$ cat config.mk
export PLATFORM = sky130hd
export DESIGN_NAME = barrel_thread_sched
export DESIGN_NICKNAME = d
export VERILOG_FILES = /design/src/rtl/mt_pkg.sv /design/src/rtl/thread_pc_file.sv /design/src/rtl/barrel_thread_sched.sv
export SDC_FILE = /design/constraint.sdc
export NUM_CORES = 1
export LEC_CHECK = 0
export ABC_AREA = 1
export CAP_MARGIN = 10
export CORE_MARGIN = 2
export CORE_UTILIZATION = 46
export CTS_BUF_LIST = sky130_fd_sc_hd__clkbuf_4 sky130_fd_sc_hd__clkbuf_8
export CTS_CLUSTER_DIAMETER = 50
export DETAILED_ROUTE_END_ITERATION = 8
export PLACE_DENSITY = 0.67
export SETUP_SLACK_MARGIN = 0.3
export SYNTH_ARGS = -nofsm -noshare
export SYNTH_HDL_FRONTEND = slang
export SYNTH_SLANG_ARGS = --single-unit
$ cat constraint.sdc
create_clock -name clk -period 2.2 [get_ports clk]
set_input_delay 0.44 -clock clk [delete_from_list [all_inputs] [get_ports clk]]
set_output_delay 0.44 -clock clk [all_outputs]
set_load 0.02 [all_outputs]
$ cat src/rtl/mt_pkg.sv
// Shared constants and types for the barrel-threaded mt_cpu core.
// The thread tag type is reused by pipeline tag registers and the register file.
package mt_pkg;

    localparam int unsigned NUM_THREADS      = 4;
    localparam int unsigned TID_WIDTH        = $clog2(NUM_THREADS);
    localparam int unsigned ADDRESS_WIDTH    = 32;
    localparam logic [31:0] RESET_PC         = 32'h0000_0000;
    localparam logic [31:0] THREAD_PC_STRIDE = 32'h0000_0100;
    localparam int unsigned PC_INC           = 4;

    typedef logic [TID_WIDTH-1:0] tid_t;

endpackage

$ cat src/rtl/thread_pc_file.sv
// Per-thread PC array: one read port, one increment write and one redirect write.
// A redirect to the same thread overrides the increment.
module thread_pc_file #(
    parameter int unsigned                 NUM_THREADS      = mt_pkg::NUM_THREADS,
    parameter int unsigned                 ADDRESS_WIDTH    = mt_pkg::ADDRESS_WIDTH,
    parameter logic [ADDRESS_WIDTH-1:0]    RESET_PC         = mt_pkg::RESET_PC,
    parameter logic [ADDRESS_WIDTH-1:0]    THREAD_PC_STRIDE = mt_pkg::THREAD_PC_STRIDE
) (
    input  logic                           clk,
    input  logic                           rst,
    input  logic [$clog2(NUM_THREADS)-1:0] rd_tid,
    output logic [ADDRESS_WIDTH-1:0]       rd_pc,
    input  logic                           inc_en,
    input  logic [$clog2(NUM_THREADS)-1:0] inc_tid,
    input  logic                           wr_en,
    input  logic [$clog2(NUM_THREADS)-1:0] wr_tid,
    input  logic [ADDRESS_WIDTH-1:0]       wr_pc
);
    import mt_pkg::*;

    localparam int unsigned TW = $clog2(NUM_THREADS);

    logic [ADDRESS_WIDTH-1:0] pc_q [NUM_THREADS];
    logic [ADDRESS_WIDTH-1:0] pc_d [NUM_THREADS];

    always_comb begin
        for (int t = 0; t < NUM_THREADS; t++) begin
            pc_d[t] = pc_q[t];
            if (inc_en && inc_tid == TW'(t)) begin
                pc_d[t] = pc_q[t] + ADDRESS_WIDTH'(PC_INC);
            end
            if (wr_en && wr_tid == TW'(t)) begin
                pc_d[t] = {wr_pc[ADDRESS_WIDTH-1:2], 2'b00};
            end
        end
    end

    for (genvar g = 0; g < NUM_THREADS; g++) begin : g_pc
        localparam logic [ADDRESS_WIDTH-1:0] RawPc =
            RESET_PC + ADDRESS_WIDTH'(g) * THREAD_PC_STRIDE;

        always_ff @(posedge clk) begin
            if (rst) begin
                pc_q[g] <= {RawPc[ADDRESS_WIDTH-1:2], 2'b00};
            end else begin
                pc_q[g] <= pc_d[g];
            end
        end
    end

    assign rd_pc = pc_q[rd_tid];

endmodule

$ cat src/rtl/barrel_thread_sched.sv
// Barrel-threaded fetch front end: strict round-robin over all hardware threads,
// one registered (tid, pc) slot per cycle; halted threads keep an empty slot.
module barrel_thread_sched #(
    parameter int unsigned                 NUM_THREADS      = mt_pkg::NUM_THREADS,
    parameter int unsigned                 ADDRESS_WIDTH    = mt_pkg::ADDRESS_WIDTH,
    parameter logic [ADDRESS_WIDTH-1:0]    RESET_PC         = mt_pkg::RESET_PC,
    parameter logic [ADDRESS_WIDTH-1:0]    THREAD_PC_STRIDE = mt_pkg::THREAD_PC_STRIDE
) (
    input  logic                           clk,
    input  logic                           rst,
    input  logic                           stall,
    input  logic                           redirect_valid,
    input  logic [$clog2(NUM_THREADS)-1:0] redirect_tid,
    input  logic [ADDRESS_WIDTH-1:0]       redirect_pc,
    input  logic                           halt_valid,
    input  logic [$clog2(NUM_THREADS)-1:0] halt_tid,
    output logic                           fetch_valid,
    output logic [$clog2(NUM_THREADS)-1:0] fetch_tid,
    output logic [ADDRESS_WIDTH-1:0]       fetch_pc,
    output logic                           all_halted
);
    import mt_pkg::*;

    localparam int unsigned TW = $clog2(NUM_THREADS);

    logic [TW-1:0]            cur_tid_q, cur_tid_d;
    logic [NUM_THREADS-1:0]   active_q, active_d;
    logic [ADDRESS_WIDTH-1:0] cur_pc;
    logic                     inc_en, wr_en;

    always_comb begin
        active_d = active_q;
        if (halt_valid) begin
            active_d[halt_tid] = 1'b0;
        end
        // Halt beats a same-tid redirect; redirects to retired threads are dropped.
        wr_en  = redirect_valid && active_q[redirect_tid] &&
                 !(halt_valid && halt_tid == redirect_tid);
        inc_en = !stall && active_q[cur_tid_q];
        if (stall) begin
            cur_tid_d = cur_tid_q;
        end else if (cur_tid_q == TW'(NUM_THREADS - 1)) begin
            cur_tid_d = '0;
        end else begin
            cur_tid_d = cur_tid_q + 1'b1;
        end
    end

    thread_pc_file #(
        .NUM_THREADS      (NUM_THREADS),
        .ADDRESS_WIDTH    (ADDRESS_WIDTH),
        .RESET_PC         (RESET_PC),
        .THREAD_PC_STRIDE (THREAD_PC_STRIDE)
    ) u_pc_file (
        .clk     (clk),
        .rst     (rst),
        .rd_tid  (cur_tid_q),
        .rd_pc   (cur_pc),
        .inc_en  (inc_en),
        .inc_tid (cur_tid_q),
        .wr_en   (wr_en),
        .wr_tid  (redirect_tid),
        .wr_pc   (redirect_pc)
    );

    always_ff @(posedge clk) begin
        if (rst) begin
            cur_tid_q   <= '0;
            active_q    <= '1;
            fetch_valid <= 1'b0;
            fetch_tid   <= '0;
            fetch_pc    <= RESET_PC;
            all_halted  <= 1'b0;
        end else begin
            cur_tid_q  <= cur_tid_d;
            active_q   <= active_d;
            all_halted <= ~|active_q;
            if (!stall) begin
                fetch_valid <= active_q[cur_tid_q];
                fetch_tid   <= cur_tid_q;
                fetch_pc    <= cur_pc;
            end
        end
    end

endmodule

# After elaboration in Yosys (flattened, before gate mapping)
# Memory sizes are Yosys's and may differ from the RTL's. A register that Yosys moved wholly into a read port is not among the register bits.
# Cells that the tools add are included.
classes:
  n_addsub: 5
  n_lt_le_gt_ge: 4
  eq_ne: 7
  mux: 22
  bitwise_logic: 6
  n_reduce_logical: 20
op_table:
  columns: ["op", "n"]
  rows:
  - ["32-bit 2-to-1 mux", 12]
  - ["32-bit by 3-bit adder with 32-bit output (second input constant)", 4]
  - ["1-bit logical AND", 13]
  - ["2-bit by 3-bit less-than comparator with 1-bit output (second input constant)", 3]
  - ["2-bit equality test (second input constant)", 4]
  - ["1-bit 2-to-1 mux", 6]
  - ["4-bit AND", 1]
  - ["1-bit binary-select mux with 2-bit select", 2]
  - ["2-bit by 1-bit equality test with 1-bit output (second input constant)", 2]
  - ["1-bit zero test", 4]
  - ["2-bit zero test", 2]
  - ["4-bit inverter", 1]
  - ["1-bit OR", 4]
  - ["4-bit OR reduction", 1]
  - ["2-bit by 1-bit adder with 2-bit output (second input constant)", 1]
  - ["1-bit demux with 2-bit select", 1]
  - ["2-bit equality test", 1]
  - ["2-bit by 1-bit greater-or-equal comparator with 1-bit output (second input constant)", 1]
  - ["2-bit 2-to-1 mux", 1]
totals:
  reg_bits: 10
  ramBits: 128
  in_bits: 41
  out_inout_bits: 36
  wordCells: 70
  mem_count: 1
mem_list:
  columns: ["name", "words", "word_bits", "read_ports", "rd_ports_with_merged_regs", "write_ports", "line_no", "rtl"]
  rows:
  - ["u_pc_file.pc_q", 4, 32, 5, 1, 4, "thread_pc_file.sv:23", "logic [ADDRESS_WIDTH-1:0] pc_q [NUM_THREADS];"]

# Longest topological paths before layout
depth:
  word_depth: 7
  ltp_mapped: 13

# By module
# A second synthesis with hierarchy kept.
unflattened:
  hier_cells: 1790
  area_unflattened_um2: 10851.7
modules_own_cells:
  columns: ["mod", "n_inst", "cells_per_inst", "area_per_inst_um2", "seq_area_each_um2"]
  rows:
  - ["thread_pc_file", 1, 1587, 9085.0, 2402.3]
  - ["barrel_thread_sched", 1, 203, 1766.7, 840.8]

# Worst setup path before layout
# Ideal clock, no wire load.
synth_path:
  path_type: "input to register"
  start: "input port redirect_tid[0]"
  end: "memory u_pc_file.pc_q[3][12]"
  setup_ns: 0.110
  arrival_ns: 1.568
  t_required_ns: 2.090
  setup_slack_ns: 0.523
  cell_stages: 11
  path_buffers: 3
  path_cell_list: "buf_4 o21ai_1 nand2_2 nand2_4 nand4_4 buf_2 buf_6 nand3_1 nand3_1 nand2_1 inv_1"
synth_rtl:
  columns: ["element", "line_no", "rtl"]
  rows:
  - ["from (decl)", "barrel_thread_sched.sv:13", "input logic [$clog2(NUM_THREADS)-1:0] redirect_tid,"]
  - ["to (decl)", "thread_pc_file.sv:23", null]

# Worst setup path in the final report
layout_path:
  start: "register all_halted"
  end: "output port all_halted"
layout_rtl:
  columns: ["element", "line_no", "rtl"]
  rows:
  - ["from (decl)", "barrel_thread_sched.sv:20", "output logic all_halted"]
  - ["from (signal assigned)", "barrel_thread_sched.sv:77", "all_halted <= ~|active_q;"]
# No word-level cell between the ends.

==> run_results.csv <==
group,metric,value,unit
clock_network,cts_made_buffers,17,
layout,layout.nets,2183,
grt,grtUsageTotal,31.4,%
layout,antenna_cells,0,
clock_network,clock_latency,0.49,ns
synthesis,synth_area_leaders,"dfxtp_1, nand2_1, nand3_1, nor2_1, inv_1",
setup_path,required,1.76,ns
sta,tns,0,ns
synthesis,synth_top_cell_by_area,"dfxtp_1",
routing,drc,0,
setup_path,critical_path_arrival,1.39,ns
routing,routed_wl,42.9,mm
setup_path,crit_type,"register to primary output",
floorplan,dieArea,27200,sq um
sta,max_slew.worst_pin.slew,0.732,ns
placed_design,dpl_worst_slack,-0.126,ns
floorplan,die_h,165,um
setup_path,crit_chain,"clkdlybuf4s50_1",
synthesis,avgSynthCellArea,5.73,sq um
synthesis,postSynthCellCount,2081,
routing,postRouteAntennaNets,0,
layout,nFillCells,2626,
power,ir_drop,0.000330,V
sta,final_hold_viol_count,0,
floorplan,coreArea,25300,sq um
grt,antenna_found_initial,0,
grt,grt_pass1_vias,12100,
sta,fin_ws,0.368,ns
synthesis,synth_area,11900,sq um
sta,fmax,0.546,GHz
setup_path,crit_family,"buffers and inverters",
synthesis,yosys-top-cells-count,"nand2_1, nand3_1, nor2_1",
power,cellPowerDensity,506,nW/um^2
sta,fin_crit_sh,83.3,%
floorplan,die_w,165,um
synthesis,synth_flop_cell,"dfxtp_1",
layout,syn_to_final_growth,15.1,%
routing,wl_per_cell,17.3,um
synthesis,yosysMostFrequentCell,"nand2_1",
placed_design,routabilityCongestion,0.997,
routing,dr.pass1.iters,6,
routing,dr_total_vias,13600,
worst_hold_path,hp-class,"register to register",
power,power,6940,uW
layout,final_cell_count_no_fill,2477,
clock_network,clk_pin_slew,0.09,ns
synthesis,synth_edf_count,0,
floorplan,ioPinCount,77,
clock_network,holdBufCountCts,0,
synthesis,ys_ff_latch,160,
sta,period_minus_slack,1.83,ns
routing,via_per_inst,5.48,
setup_path,critPathMaxFanout,1,
setup_path,reg2reg_depth,12,
grt,grt.overflow.total,0,
clock_network,clockBufferDepth,2,
floorplan,start_util,47.1,%
clock_network,htreeDepth,4,
power,p_leak,0.00633,uW
grt,grt_max_degree,59,
floorplan,rows,58,
clock_network,cts_sinks,160,
sta,drv_slew,0,
setup_path,cp-start-kind,"register",
sta,rsz0062_at_grt,"true",
synthesis,synth_top_area_share,26.9,%
placed_design,hpwl,31.8,mm
sta,relSlewSlack,51.2,%
clock_network,cts_tree,"yes",
worst_hold_path,whs_path_depth,2,
setup_path,max_stage_delay,0.60,ns
clock_network,cts-root-buf,"clkbuf_8",
synthesis,yosysSeqAreaShare,26.9,%
outcome,outcome,"completed",
grt,grt_pass1_wl,65.5,mm
sta,fin_worst_skew,0.0218,ns
setup_path,cp.buffers_inverters,1,
routing,drtIter0Drc,1736,
layout,fin_util,54.2,%
setup_path,setup.worst_path.end_class,"primary output",
placed_design,numPortBuffers,72,
run,drv_cap,0,
setup_path,cp.depth,1,
synthesis,ys_warn_count,0,
synthesis,synthDistinctLibCells,38,
setup_path,cpMaxStageDelayCell,"clkdlybuf4s50_1",
synthesis,async_flop_share,0,%
placed_design,dpl.cell_count,2444,
layout,drive_above_1_share,7.22,%
sta,finalSetupViolations,0,
through the flow:
step	cell area [sq um]	hold WS [ns]
floorplan	11900	0.435
global placement	13200	0.450
detailed placement	13200	0.460
CTS	13600	0.473
global route	13700	0.502
finish	13700	0.471
metal layers:
metal  vias to the layer above  wire length (um)  track usage (%)
li1                       6761                 -                -
met1                      6229             18300             42.1
met2                       517             19800             51.6
met3                        73              3600             5.27
met4                         0              1230             9.88
met5                         -                 0                0
tightest hold or removal path, stage by stage, from the launching register on:
cell and delay (ns):
dfxtp_1 0.32, nand2_1 0.06, a21oi_1 0.05
area by class of cell:
type | instances | area (sq um) | area share, %
multi-input combinational | 1560 | 7330 | 53.4
clock buffer | 20 | 269 | 1.96
timing repair buffer | 136 | 1370 | 9.99
tap | 330 | 413 | 3.01
sequential | 160 | 3210 | 23.4
clock inverter | 12 | 146 | 1.07
inverter | 259 | 976 | 7.11
cells by family after synthesis:
| kind of cell | Yosys count | share of synthesized area, % |
|---|---|---|
| flops | 160 | 26.9 |
| buf+inv | 362 | 12.4 |
| other cells | 1 | 0.0315 |
| compound gates | 186 | 8.99 |
| simple gates | 1327 | 48.2 |
| fa+ha+maj | 8 | 0.840 |
| xor+xnor | 37 | 2.72 |
cell usage in the layout, fill, tap and decap left out, types with 20 or more instances in the layout:
master / synthesis / routed
clkdlybuf4s50_1: 0 / 37
nand2_1: 551 / 551
xor2_1: 22 / 22
nand3_1: 398 / 394
a21oi_1: 54 / 54
dlygate4sd2_1: 0 / 20
nor2_1: 313 / 295
inv_1: 250 / 249
o211ai_1: 43 / 43
o21ai_0: 73 / 73
dfxtp_1: 160 / 151
buf_4: 5 / 48
state kept, by name, indices dropped and copies added (netlist names):
signal,cells
fetch_pc,30
all_halted,1
fetch_valid,1
active_q,4
u_pc_file.pc_q,120
cur_tid_q,2
fetch_tid,2
power by group:
| part | switching, uW | internal [uW] | total [uW] |
|---|---|---|---|
| Combinational | 883 | 468 | 1350 |
| Sequential | 133 | 3020 | 3150 |
| Clock | 1330 | 1110 | 2440 |
path summary, 6_finish.rpt:
check	startpoint	endpoint	slack, ns
setup / recovery	all_halted	all_halted	0.37
hold / removal	fetch_valid	fetch_valid	0.47
setup reg to reg	u_pc_file.pc_q[3][2]	u_pc_file.pc_q[3][30]	0.39
hold reg to reg	fetch_valid	fetch_valid	0.47
repair_timing:
action                                  in CTS  in global routing
resized for setup                           21                 49
setup buffers                                0                  1
pin swaps                                    0                  2
endpoints found under the setup margin      21                104
(Power assumes the default switching activity.)
